--- src/rtl/fetch_sequencer_pkg.sv ---
// Shared types and constants for the fetch sequencer and its next-PC logic.
package fetch_sequencer_pkg;

    typedef logic [31:0] word_t;

    // Sequencer phases: fetch an instruction, execute it, stall on data memory, stop.
    typedef enum logic [1:0] {
        FETCH  = 2'd0,
        EXEC   = 2'd1,
        MEM    = 2'd2,
        HALTED = 2'd3
    } fetch_state_t;

    localparam word_t PC_STEP = 32'd4;

    // Instructions are word aligned, so the two low address bits are always dropped.
    function automatic word_t align_word(input word_t addr);
        return {addr[31:2], 2'b00};
    endfunction

endpackage

--- src/rtl/fetch_sequencer_next_pc_logic.sv ---
// Combinational next-PC selection: JR beats J/JAL beats a taken branch beats pc+4.
module next_pc_logic
    import fetch_sequencer_pkg::*;
(
    input  word_t       pc,
    input  logic        jrsig,
    input  word_t       jr_addr,
    input  logic        jump,
    input  word_t       jump_addr,
    input  logic        branch_taken,
    input  logic [15:0] branch_off,
    output word_t       next_pc,
    output word_t       pc_plus4
);

    word_t br_target;
    word_t sel_pc;

    // Branch offset is a signed word count relative to the following instruction.
    always_comb begin
        pc_plus4  = pc + PC_STEP;
        br_target = pc_plus4 + {{14{branch_off[15]}}, branch_off, 2'b00};
    end

    // Priority select, then force word alignment (misaligned JR targets lose their low bits).
    always_comb begin
        sel_pc = pc_plus4;
        if (jrsig) begin
            sel_pc = jr_addr;
        end else if (jump) begin
            sel_pc = jump_addr;
        end else if (branch_taken) begin
            sel_pc = br_target;
        end
        next_pc = align_word(sel_pc);
    end

endmodule

--- src/rtl/fetch_sequencer.sv ---
// Fetch sequencer: owns PC and instruction register, runs the imem/dmem request
// handshakes and emits a one-cycle commit pulse that gates register-file writes.
//
// Handshake: a request (imemREN, dmemREN, dmemWEN) is a level held high for as
// long as the sequencer sits in the requesting state; the memory completes it by
// raising ihit/dhit for one cycle, and the transfer happens on that clock edge.
// ihit/dhit seen in any other state are ignored.
module fetch_sequencer
    import fetch_sequencer_pkg::*;
#(
    parameter word_t PC_INIT = 32'h0000_0000
)
(
    input  logic         CLK,
    input  logic         RST,
    input  logic         ihit,
    input  word_t        iload,
    output logic         imemREN,
    output word_t        imemaddr,
    input  logic         dhit,
    input  logic         memread,
    input  logic         memwrite,
    output logic         dmemREN,
    output logic         dmemWEN,
    input  logic         halt_in,
    input  logic         jump,
    input  word_t        jump_addr,
    input  logic         jrsig,
    input  word_t        jr_addr,
    input  logic         branch_taken,
    input  logic [15:0]  branch_off,
    output word_t        instr,
    output word_t        pc,
    output word_t        pc_plus4,
    output logic         commit,
    output logic         halt,
    output fetch_state_t state_dbg
);

    fetch_state_t state_q;
    word_t        pc_q;
    word_t        instr_q;
    logic         halt_q;
    word_t        next_pc_d;
    word_t        pc_plus4_d;

    next_pc_logic u_next_pc (
        .pc           (pc_q),
        .jrsig        (jrsig),
        .jr_addr      (jr_addr),
        .jump         (jump),
        .jump_addr    (jump_addr),
        .branch_taken (branch_taken),
        .branch_off   (branch_off),
        .next_pc      (next_pc_d),
        .pc_plus4     (pc_plus4_d)
    );

    // Sequencer FSM; PC only moves on retirement, instr only on ihit in FETCH.
    always_ff @(posedge CLK) begin
        if (RST) begin
            state_q <= FETCH;
            pc_q    <= PC_INIT;
            instr_q <= '0;
            halt_q  <= 1'b0;
        end else begin
            case (state_q)
                FETCH: begin
                    if (ihit) begin
                        instr_q <= iload;
                        state_q <= EXEC;
                    end
                end
                EXEC: begin
                    if (halt_in) begin
                        halt_q  <= 1'b1;
                        state_q <= HALTED;
                    end else if (memread || memwrite) begin
                        state_q <= MEM;
                    end else begin
                        pc_q    <= next_pc_d;
                        state_q <= FETCH;
                    end
                end
                MEM: begin
                    if (dhit) begin
                        pc_q    <= next_pc_d;
                        state_q <= FETCH;
                    end
                end
                HALTED: begin
                    state_q <= HALTED;
                end
                default: begin
                    state_q <= FETCH;
                end
            endcase
        end
    end

    // Requests and commit decode from the current state; reset kills them in the same cycle.
    always_comb begin
        imemREN = 1'b0;
        dmemREN = 1'b0;
        dmemWEN = 1'b0;
        commit  = 1'b0;
        if (!RST) begin
            case (state_q)
                FETCH: begin
                    imemREN = 1'b1;
                end
                EXEC: begin
                    commit = !halt_in && !(memread || memwrite);
                end
                MEM: begin
                    dmemWEN = memwrite;
                    dmemREN = memread && !memwrite;
                    commit  = dhit;
                end
                default: begin
                    commit = 1'b0;
                end
            endcase
        end
    end

    assign imemaddr  = pc_q;
    assign pc        = pc_q;
    assign pc_plus4  = pc_plus4_d;
    assign instr     = instr_q;
    assign halt      = halt_q;
    assign state_dbg = state_q;

endmodule

--- config.mk ---
export PLATFORM = sky130hd
export DESIGN_NAME = fetch_sequencer
export DESIGN_NICKNAME = d
export VERILOG_FILES = /design/src/rtl/fetch_sequencer_pkg.sv /design/src/rtl/fetch_sequencer_next_pc_logic.sv /design/src/rtl/fetch_sequencer.sv
export SDC_FILE = /design/constraint.sdc
export NUM_CORES = 1
export LEC_CHECK = 0
export ABC_AREA = 1
export BUFFER_PORTS_ARGS = -buffer_cell sky130_fd_sc_hd__buf_2
export CELL_PAD_IN_SITES_DETAIL_PLACEMENT = 1
export CELL_PAD_IN_SITES_GLOBAL_PLACEMENT = 1
export CORE_UTILIZATION = 30
export CTS_CLUSTER_DIAMETER = 50
export CTS_CLUSTER_SIZE = 12
export DETAILED_ROUTE_END_ITERATION = 8
export HOLD_SLACK_MARGIN = 0.06
export PLACE_DENSITY_LB_ADDON = 0.1
export SETUP_SLACK_MARGIN = 0.5
export SYNTH_ARGS = -nofsm -noshare
export SYNTH_HDL_FRONTEND = slang
export SYNTH_SLANG_ARGS = --single-unit
--- constraint.sdc ---
create_clock -name CLK -period 4.7 [get_ports CLK]
set_input_delay 0.235 -clock CLK [delete_from_list [all_inputs] [get_ports CLK]]
set_output_delay 0.235 -clock CLK [all_outputs]
set_load 0.02 [all_outputs]
==> results by group <==
Synth
  • Synth warnings: 0
  • Post-synth EDFFs: 0
  • Cell variety after synth: 46
  • Post-synthesis register bit count: 65
  • Avg Inst Size Synth: 5.81 um2
  • Seq/Total Area, Yosys: 19.7%
  • Synth area leaders: dfxtp_1 20%, nand2_1 18%, nor2_1 11%
  • Mapped Area: 0.00662 mm2
  • Post-Syn Instances: 1140
  • Ys async rst share: 0%
  • Post-synth top flop: dfxtp_1
  • Area share of the largest cell type after synthesis: 19.7%
  • Area leader, netlist: dfxtp_1

Clock network
  • Worst-skew pair later-pin latency: 0.35 ns
  • Sink Count: 65
  • Resize count post-CTS: 0
  • Hold-fix buffers, CTS: 0
  • Num CTS Buffers: 9
  • H-tree Lvls: 3
  • CTS tree: built
  • Worst-path clk slew: 0.07 ns
  • Post-CTS Setup Inserts: 0
  • CTS root buf: clkbuf_16
  • CTS max path bufs: 2

Timing
  • Final setup TNS: 0 ns
  • Clock Skews: 0.0136 ns
  • Post-layout min period: 3.77 ns
  • FMAX: 265 MHz
  • Worst setup margin: 0.930 ns
  • Final period utilization: 80.2%
  • RSZ-0062 raised after global routing: false
  • Final Hold Violating Endpoints: 0
  • Final-report max-slew violation count: 0
  • Final setup viols: 0
  • Worst-margin pin slew: 1.09 ns
  • Headroom to the max-slew limit: 27.1%

Power and ir drop
  • VDD IR max: 0.000197 V
  • Gate power share: 47.8%
  • Clock network power share: 25.6%
  • Switching Power: 1280 uW
  • Leak pwr: 0.00447 uW
  • Cell Int Power: 1480 uW
  • PwrDens: 342 mW/mm2
  • Sequential fraction of design power: 26.6%
  • Sw frac: 46.3%

Run
  • MaxCap Viol Count: 0

Worst hold path
  • Hold path cells: 3
  • HP Class: in -> reg

Floorplan
  • Core Region: 0.0214 mm2
  • FP Rows: 53
  • DIE AREA: 0.0227 mm2
  • I/O Pins: 257
  • DIE HEIGHT: 151 um
  • Die width: 151 um
  • Initial Util: 31.0%

Outcome
  • Status: finished clean

Setup path
  • Crit path required time: 4.89 ns
  • Max incr delay on CP: 0.48 ns
  • CP max-delay cell: a21oi_1
  • CP startpoint kind: register
  • CP dominant cell by count: nand2_1
  • Critical path capture point type: register
  • CP cell instances: ha_1 -> nand2_1 -> nor2_1 -> nand2_1 -> inv_1 -> nor2_1 -> a21oi_1 -> ha_1 -> a21oi_1 -> o21bai_1 -> nand3b_1 -> nand2_1 -> nand2_1 -> nand2_1 -> nand3_1 -> nand2_1 -> nand2_1 -> nand2_1 -> a21oi_1
  • WS Path Type: reg -> reg
  • Top delay family on crit path: simple AND/OR/NAND/NOR gates
  • Buf/Inv on CP: 1
  • CP Max Fanout: 6
  • Worst-case reg-to-reg path depth: 19
  • Cell count along the critical path: 19
  • Critical Path AT: 3.96 ns

Placed design
  • Dpl ws: 0.939 ns
  • IO buf count: 246
  • HPWL Detailed: 22.8 mm
  • GP Congestion: 0.872

Global routing
  • GRT Util Overall: 24.5%
  • Number of global-route vias before repair: 7696
  • Initial antenna violation count: 1
  • First-pass GRT wire length: 41.9 mm
  • Pin count of the biggest net entering global routing: 50
  • Global Route met2 Usage: 41.5%
  • Met1 Track Usage GR: 31.5%
  • Residual overflow from global routing: 0
  • Busiest metal layer after global routing: met2
  • M3 GR Usage: 4.73%

Routing
  • Drt wl/cell: 17.0 um
  • Via density: 4.84
  • Initial DRC count: 366
  • Via count: 7822
  • Final WL: 27.5 mm
  • Drt first pass iters: 5
  • DRT antenna net count: 0
  • # DRC: 0

Cells and area
  • Area of the multi-input gates: 0.00436 mm2
  • Final Net Count: 1498
  • Layout Area Growth over Synthesis: 21.8%
  • Share of cells above drive strength 1: 21.9%
  • Register Area: 0.00130 mm2
  • Filler cells: 3003
-- worst reg2reg max path, cell delays in order (launching register included) --
cell	delay (ns)
dfxtp_1	0.47
ha_1	0.34
nand2_1	0.10
nor2_1	0.21
nand2_1	0.10
inv_1	0.14
nor2_1	0.07
a21oi_1	0.48
ha_1	0.39
a21oi_1	0.23
o21bai_1	0.12
nand3b_1	0.29
nand2_1	0.18
nand2_1	0.07
nand2_1	0.06
nand3_1	0.06
nand2_1	0.12
nand2_1	0.07
nand2_1	0.06
a21oi_1	0.05
-- cell usage after synthesis, drive strengths merged (2+ instances only) --
cell / instances
nand2: 324
nor2: 194
inv: 125
a21oi: 107
o21ai: 72
dfxtp: 65
nand3: 52
ha: 41
buf: 39
clkbuf: 32
xor2: 25
nand4: 13
nor3: 12
o21bai: 7
or2: 4
a21o: 3
a221oi: 3
and2: 3
nand3b: 3
xnor2: 3
clkinv: 2
o211ai: 2
-- sequential cells by signal, summed over array words and instances, names as in the netlist --
register / count
state_dbg: 2
imemaddr: 30
instr: 32
halt: 1
-- layout by cell type, fill, tap and decap left out, types with 9 or more instances in the layout --
cell       instances
a21oi_1          103
buf_2            246
clkbuf_16          9
dfxtp_1           65
ha_1              41
inv_1            124
nand2_1          318
nand3_1           51
nand4_1           12
nor2_1           188
nor3_1             9
o21ai_0           64
xor2_1            25
-- area by class of cell --
cell class                      instances  area share [%]
Timing Repair Buffer                  251            15.7
Antenna cell                            1          0.0310
Sequential cell                        65            16.1
Tap cell                              275            4.27
Multi-Input combinational cell        880            54.0
Clock buffer                            9            2.79
Inverter                              127            5.97
Clock inverter                          7            1.02
-- power by group through the flow --
stage,clock [uW],sequential (uW),combinational [uW]
4_1_cts,722,734,1340
3_3_place_gp,0,742,1320
5_1_grt,751,745,1480
3_5_place_dp,0,745,1330
2_1_floorplan,0,815,845
6_report,706,732,1320
-- layer usage --
metal / wire (um) / share of wire, %
met1: 12500 / 45
met2: 13000 / 47
met3: 1520 / 5.5
met4: 456 / 1.7
met5: 0 / 0
-- worst paths after layout --
| kind | from | endpoint | slack [ns] |
|---|---|---|---|
| setup / recovery | imemaddr[3] | imemaddr[29] | 0.93 |
| hold / removal | iload[5] | instr[5] | 0.14 |
| setup reg to reg | imemaddr[3] | imemaddr[29] | 0.93 |
| hold reg to reg | halt | halt | 0.47 |
-- per-stage QoR --
step | instances | hold slack [ns] | total power, uW | util [%] | instance area [um2]
finish | 1615 | 0.138 | 2760 | 37.8 | 8070
global route | 1614 | 0.141 | 2970 | 37.8 | 8060
CTS | 1614 | 0.131 | 2790 | 37.8 | 8060
detailed placement | 1598 | 0.462 | 2080 | 36.3 | 7750
global placement | 1598 | 0.456 | 2060 | 36.3 | 7750
floorplan | 1145 | 0.376 | 1660 | - | 6640
-- cells by family after synthesis --
| logic type | after synthesis | synth area share (%) |
|---|---|---|
| xor+xnor | 28 | 3.70 |
| other cells | 1 | 0.0566 |
| simple gates | 606 | 37.8 |
| flops | 65 | 19.7 |
| fa+ha+maj | 42 | 8.05 |
| buf+inv | 200 | 14.8 |
| compound gates | 198 | 16.0 |
No activity file was read; power rests on OpenSTA's default activity.
